`src/rtl/tiny_fpga_cfg_sequencer.sv`:
```
// Configuration sequencer for the tiny_fpga fabric.
// Takes bitstream bytes from the chip-level loader and serializes them LSB
// first onto the fabric cfg AXI-stream. It then waits, with a timeout, for
// cfg_ready and finally enables run.
//
// Ports:
//   clk, rst                  clock, asynchronous active-high reset
//   start, abort              control pulses (abort has priority)
//   byte_data/valid/ready     byte input from the loader
//   cfg_tdata/tvalid/tready/tlast  bitstream stream to the fabric
//   cfg, cfg_ready            fabric configuration mode / completion
//   run                       fabric run enable
//   busy, error               status (error is sticky until start or rst)
module tiny_fpga_cfg_sequencer #(
  parameter int unsigned BITSTREAM_DATA_WIDTH = 1,
  parameter int unsigned BITSTREAM_LENGTH     = 64,
  parameter int unsigned READY_TIMEOUT        = 255
) (
  input  logic                            clk,
  input  logic                            rst,
  input  logic                            start,
  input  logic                            abort,
  input  logic [7:0]                      byte_data,
  input  logic                            byte_valid,
  output logic                            byte_ready,
  output logic [BITSTREAM_DATA_WIDTH-1:0] cfg_tdata,
  output logic                            cfg_tvalid,
  input  logic                            cfg_tready,
  output logic                            cfg_tlast,
  output logic                            cfg,
  input  logic                            cfg_ready,
  output logic                            run,
  output logic                            busy,
  output logic                            error
);

  localparam int unsigned TOTAL_BEATS = BITSTREAM_LENGTH / BITSTREAM_DATA_WIDTH;
  localparam int unsigned BYTE_BEATS  = 8 / BITSTREAM_DATA_WIDTH;
  localparam int unsigned BEAT_W      = $clog2(TOTAL_BEATS + 1);
  localparam int unsigned BBEAT_W     = $clog2(BYTE_BEATS + 1);
  localparam int unsigned TMO_W       = $clog2(READY_TIMEOUT + 1);

  typedef enum logic [2:0] {
    S_IDLE,
    S_LOAD,
    S_SHIFT,
    S_WAIT_READY,
    S_RUN,
    S_ERROR
  } state_t;

  state_t               r_state;
  state_t               w_state_nxt;
  logic [7:0]           r_shift;
  logic [7:0]           w_shift_nxt;
  logic [BEAT_W-1:0]    r_beat;
  logic [BEAT_W-1:0]    w_beat_nxt;
  logic [BBEAT_W-1:0]   r_bbeat;
  logic [BBEAT_W-1:0]   w_bbeat_nxt;
  logic [TMO_W-1:0]     r_tmo;
  logic [TMO_W-1:0]     w_tmo_nxt;

  logic                            r_byte_ready;
  logic [BITSTREAM_DATA_WIDTH-1:0] r_cfg_tdata;
  logic                            r_cfg_tvalid;
  logic                            r_cfg_tlast;
  logic                            r_cfg;
  logic                            r_run;
  logic                            r_busy;
  logic                            r_error;

  // Next-state and datapath update.
  always_comb begin
    w_state_nxt = r_state;
    w_shift_nxt = r_shift;
    w_beat_nxt  = r_beat;
    w_bbeat_nxt = r_bbeat;
    w_tmo_nxt   = '0;
    case (r_state)
      S_IDLE: begin
        if (!abort && start) begin
          w_state_nxt = S_LOAD;
          w_beat_nxt  = '0;
          w_bbeat_nxt = '0;
        end
      end
      S_LOAD: begin
        if (abort) begin
          w_state_nxt = S_IDLE;
          w_shift_nxt = '0;
          w_beat_nxt  = '0;
          w_bbeat_nxt = '0;
        end else if (byte_valid) begin
          w_state_nxt = S_SHIFT;
          w_shift_nxt = byte_data;
          w_bbeat_nxt = '0;
        end
      end
      S_SHIFT: begin
        if (abort) begin
          w_state_nxt = S_IDLE;
          w_shift_nxt = '0;
          w_beat_nxt  = '0;
          w_bbeat_nxt = '0;
        end else if (cfg_tready) begin
          w_shift_nxt = r_shift >> BITSTREAM_DATA_WIDTH;
          w_beat_nxt  = r_beat + BEAT_W'(1);
          w_bbeat_nxt = r_bbeat + BBEAT_W'(1);
          if (r_beat == BEAT_W'(TOTAL_BEATS - 1)) begin
            w_state_nxt = S_WAIT_READY;
          end else if (r_bbeat == BBEAT_W'(BYTE_BEATS - 1)) begin
            w_state_nxt = S_LOAD;
          end
        end
      end
      S_WAIT_READY: begin
        // cfg_ready is checked before the limit so it wins a same-cycle tie.
        if (abort) begin
          w_state_nxt = S_IDLE;
          w_shift_nxt = '0;
          w_beat_nxt  = '0;
          w_bbeat_nxt = '0;
        end else if (cfg_ready) begin
          w_state_nxt = S_RUN;
        end else if (r_tmo == TMO_W'(READY_TIMEOUT - 1)) begin
          w_state_nxt = S_ERROR;
        end else begin
          w_tmo_nxt = r_tmo + TMO_W'(1);
        end
      end
      S_RUN: begin
        if (abort) begin
          w_state_nxt = S_IDLE;
          w_beat_nxt  = '0;
          w_bbeat_nxt = '0;
        end else if (start) begin
          w_state_nxt = S_LOAD;
          w_beat_nxt  = '0;
          w_bbeat_nxt = '0;
        end
      end
      S_ERROR: begin
        if (!abort && start) begin
          w_state_nxt = S_LOAD;
          w_beat_nxt  = '0;
          w_bbeat_nxt = '0;
        end
      end
      default: begin
        w_state_nxt = S_IDLE;
      end
    endcase
  end

  // State, datapath and registered outputs decoded from the next state.
  always_ff @(posedge clk or posedge rst) begin
    if (rst) begin
      r_state      <= S_IDLE;
      r_shift      <= '0;
      r_beat       <= '0;
      r_bbeat      <= '0;
      r_tmo        <= '0;
      r_byte_ready <= 1'b0;
      r_cfg_tdata  <= '0;
      r_cfg_tvalid <= 1'b0;
      r_cfg_tlast  <= 1'b0;
      r_cfg        <= 1'b0;
      r_run        <= 1'b0;
      r_busy       <= 1'b0;
      r_error      <= 1'b0;
    end else begin
      r_state      <= w_state_nxt;
      r_shift      <= w_shift_nxt;
      r_beat       <= w_beat_nxt;
      r_bbeat      <= w_bbeat_nxt;
      r_tmo        <= w_tmo_nxt;
      r_byte_ready <= (w_state_nxt == S_LOAD);
      r_cfg_tvalid <= (w_state_nxt == S_SHIFT);
      r_cfg_tdata  <= (w_state_nxt == S_SHIFT) ? w_shift_nxt[BITSTREAM_DATA_WIDTH-1:0] : '0;
      r_cfg_tlast  <= (w_state_nxt == S_SHIFT) && (w_beat_nxt == BEAT_W'(TOTAL_BEATS - 1));
      r_cfg        <= (w_state_nxt == S_LOAD) || (w_state_nxt == S_SHIFT) ||
                      (w_state_nxt == S_WAIT_READY);
      r_busy       <= (w_state_nxt == S_LOAD) || (w_state_nxt == S_SHIFT) ||
                      (w_state_nxt == S_WAIT_READY);
      r_run        <= (w_state_nxt == S_RUN);
      r_error      <= (w_state_nxt == S_ERROR);
    end
  end

  assign byte_ready = r_byte_ready;
  assign cfg_tdata  = r_cfg_tdata;
  assign cfg_tvalid = r_cfg_tvalid;
  assign cfg_tlast  = r_cfg_tlast;
  assign cfg        = r_cfg;
  assign run        = r_run;
  assign busy       = r_busy;
  assign error      = r_error;

endmodule

```
`config.mk`:
```
export PLATFORM = sky130hd
export DESIGN_NAME = tiny_fpga_cfg_sequencer
export DESIGN_NICKNAME = d
export VERILOG_FILES = /design/src/rtl/tiny_fpga_cfg_sequencer.sv
export SDC_FILE = /design/constraint.sdc
export NUM_CORES = 1
export LEC_CHECK = 0
export BUFFER_PORTS_ARGS = -buffer_cell sky130_fd_sc_hd__buf_2
export CAP_MARGIN = 20
export CORE_MARGIN = 2
export CORE_UTILIZATION = 50
export DETAILED_ROUTE_END_ITERATION = 8
export PLACE_DENSITY_LB_ADDON = 0.1
export SETUP_SLACK_MARGIN = 0.3
export SYNTH_ARGS = -nofsm -noshare
export SYNTH_HDL_FRONTEND = slang
export SYNTH_SLANG_ARGS = --single-unit
```
`constraint.sdc`:
```
create_clock -name clk -period 1.61 [get_ports clk]
set_input_delay 0.0805 -clock clk [delete_from_list [all_inputs] [get_ports clk]]
set_output_delay 0.0805 -clock clk [all_outputs]
set_load 0.005 [all_outputs]
```
==> out/qor.yml <==
htreeDepth: 2
detail_route.first_pass.iterations: 4
ios: 23
buffer_ports.inserted: 22
fillerInstances: 275
final.period_utilization_pct: 110
violations: "setup timing"
synth.distinct_cells: 53
dp_hpwl_mm: 2.79
initialDrtViolationCount: 95
wire_length_of_the_first_global_routing_pass_mm: 7.12
yosysWarnings: 0
largest_driver_fanout_on_the_critical_path: 7
synth-seq-area-share_pct: 49.0
timing.fmax_mhz: 566
crit_path_start_kind: "flop"
hold_violations: 0
cap_violations: 0
synth_top_flop_cell: "dfrtp_1"
stdcell_count: 299
initial_utilization_pct: 52.0
die-height_um: 65.5
grt_antenna_before_repair: 0
drv_slew: 0
finalSetupViolCount: 19
grt_pass1_vias: 1594
rsz0062_at_grt: "yes"
drive_gt1_share_pct: 50.2
power.static_leakage_nw: 1.31
slew_headroom_pct: 68.3
period_minus_slack_ns: 1.77
setup_slack_ns: -0.156
routedWlPerCell_um: 15.8
post-route-util_pct: 75.6
vias_per_instance: 5.56
yosys_register_bits: 37
root_buffer: "clkbuf_8"
synth-async-reset-ratio_pct: 100
post_route_wl_mm: 4.73
syn_area_mm2: 0.00189
mappedNetlistNets: 200
finClkSkew_ns: 0.00277
synthCells: 181
antenna-diode-count: 0
num_rows: 22
clk_path_buf_depth: 2
drt_drc_violations_left: 0
grt_use_total_pct: 21.9
syn_area_per_cell_um2: 10.4
synth_edf_count: 0
gr-usage-met2_pct: 36.7
powerDensity_mw_per_mm2: 784
holdCritPathClass: "in2reg"
floorplan.core_area_mm2: 0.00363
detailroute.via_count: 1663
clk_transition_reported_paths_ns: 0.07
numClockSinks: 37
drtAntennaViolNets: 0
worst_pin_slew_ns: 0.475
grt_start_max_net_pins: 38
globalRouteOverflowTotal: 0
clk-insertion-delay-late_ns: 0.29
die_area_mm2: 0.00429
final_net_count: 269
globalRoute.busiestLayer: "met2"
placed_cells: 268
worstPathArrival_ns: 1.97
area_growth_pct: 45.4
gp_routability_congestion: 0.784
met3_use_gr_pct: 4.79
number_of_cts_inserted_buffers: 5
outcome: "finished, violations left"
vdd_drop_max_mv: 0.554
crit_path_end_kind: "flop"
tritoncts: "yes"
timing_worst_setup_path_type: "reg2reg"
worst_ep_required_time_ns: 1.81
die_w_um: 65.5
gr_layer_usage_met1_pct: 27.3
-- cell type report --
| cell class | instances | area (um^2) | area share [%] |
|---|---|---|---|
| Timing Repair Buffer | 73 | 569 | 20.7 |
| Clock buffer | 5 | 68.8 | 2.50 |
| Inverter | 13 | 48.8 | 1.78 |
| Multi-Input combinational cell | 120 | 1050 | 38.3 |
| Clock inverter | 3 | 17.5 | 0.638 |
| Tap cell | 48 | 60.1 | 2.19 |
| Sequential cell | 37 | 930 | 33.8 |
-- worst max-delay path, stage by stage (launching register included) --
cell and delay, ns:
dfrtp_2 0.49, buf_6 0.14, or3_4 0.43, o21ai_2 0.15
o22a_2 0.18, nand4_1 0.13, nor4_2 0.15
-- cell families after synthesis --
group | synth area share (%)
multiplexers | 1.13
AO/OA/AOI/OAI | 16.8
buffers and inverters | 6.36
XOR/XNOR | 3.25
adder cells (fa/ha/maj) | 2.65
AND/OR/NAND/NOR | 20.8
flip-flops | 49.0
-- state kept, by name, summed over array words and instances, names as in the netlist, 3 cells and up --
register,cells
r_state,3
r_bbeat,4
r_tmo,8
r_shift,8
r_beat,7
-- cells in the mapped netlist, drive strengths merged, types with 4 or more instances --
library cell  count  area [um^2]
o21ai            10         53.8
nor3              6         35.0
nand2             9         33.8
nand3             4         20.0
nand4             5         31.3
nand2b            4         32.5
nor2b             4         32.5
dfrtp            37          926
buf               9         62.6
a21oi             5         25.0
nor2             16         60.1
a222oi            7         70.1
ha                4         50.1
inv              13         48.8
xor2              5         43.8
-- worst paths after layout --
| path | cells after the start | to | start | slack (ns) |
|---|---|---|---|---|
| max | 6 | cfg_tlast$_DFF_PP0_ | r_state[0]$_DFF_PP0_ | -0.16 |
| min | 3 | r_shift[5]$_DFFE_PP0P_ | byte_data[5] | 0.02 |
| max reg2reg | 6 | cfg_tlast$_DFF_PP0_ | r_state[0]$_DFF_PP0_ | -0.16 |
| min reg2reg | 1 | r_bbeat[3]$_DFFE_PP0P_ | r_bbeat[3]$_DFFE_PP0P_ | 0.47 |
| max in group asynchronous | 4 | r_state[2]$_DFF_PP0_ | rst | 0.82 |
| min in group asynchronous | 4 | r_tmo[3]$_DFF_PP0_ | rst | 0.44 |
-- timing repair --
action                                 CTS  global route
resized for setup                       28            38
setup buffers                           11            10
cloned                                   1             0
pin swaps                               32            19
setup endpoints to repair               36            37
endpoints found under the hold margin   37             0
hold buffers                             1             0
-- report_power, final --
part	switching, mW	total [mW]	internal [mW]
sequential	0.0415	1.03	0.986
combinational	0.229	0.490	0.261
clock	0.340	0.638	0.299
-- layout by cell type (no fill, tap or decap), types with 3 or more instances in the layout --
| master | synthesis | layout |
|---|---|---|
| o21ai_0 | 8 | 3 |
| nor2_2 | 0 | 4 |
| xor2_1 | 5 | 5 |
| nor2b_1 | 3 | 3 |
| nor2_1 | 16 | 5 |
| o21ai_2 | 1 | 3 |
| dfrtp_1 | 37 | 34 |
| buf_6 | 2 | 17 |
| dfrtp_2 | 0 | 3 |
| nand3b_1 | 3 | 3 |
| nand2b_4 | 1 | 3 |
| nand4_1 | 5 | 5 |
| nor3_2 | 1 | 5 |
| nand3_1 | 4 | 3 |
| a222oi_1 | 7 | 7 |
| clkbuf_8 | 0 | 5 |
| and3_1 | 3 | 3 |
| nor2_4 | 0 | 7 |
| buf_2 | 5 | 23 |
| inv_1 | 13 | 12 |
| o21ai_1 | 1 | 3 |
| buf_4 | 2 | 31 |
| nand2_1 | 9 | 9 |
| a22o_1 | 3 | 3 |
-- through the flow --
| stage | setup WS (ns) | instance area [um^2] | hold slack, ns | power [mW] | setup TNS [ns] |
|---|---|---|---|---|---|
| 2_1_floorplan | -0.0741 | 1940 | 0.220 | 1.26 | -0.279 |
| 3_3_place_gp | -0.0818 | 2220 | 0.210 | 1.37 | -0.370 |
| 3_5_place_dp | -0.137 | 2220 | 0.213 | 1.38 | -0.733 |
| 4_1_cts | -0.0775 | 2520 | 0.0154 | 2.07 | -0.239 |
| 5_1_grt | -0.227 | 2750 | 0.0112 | 2.26 | -2.36 |
| 6_report | -0.156 | 2750 | 0.0162 | 2.16 | -1.25 |
-- layer usage --
layer,vias to the layer above,routed length (um)
li1,796,-
met1,820,2030
met2,37,2430
met3,10,178
met4,0,99
met5,-,0
No activity file was read; power rests on OpenSTA's default activity.
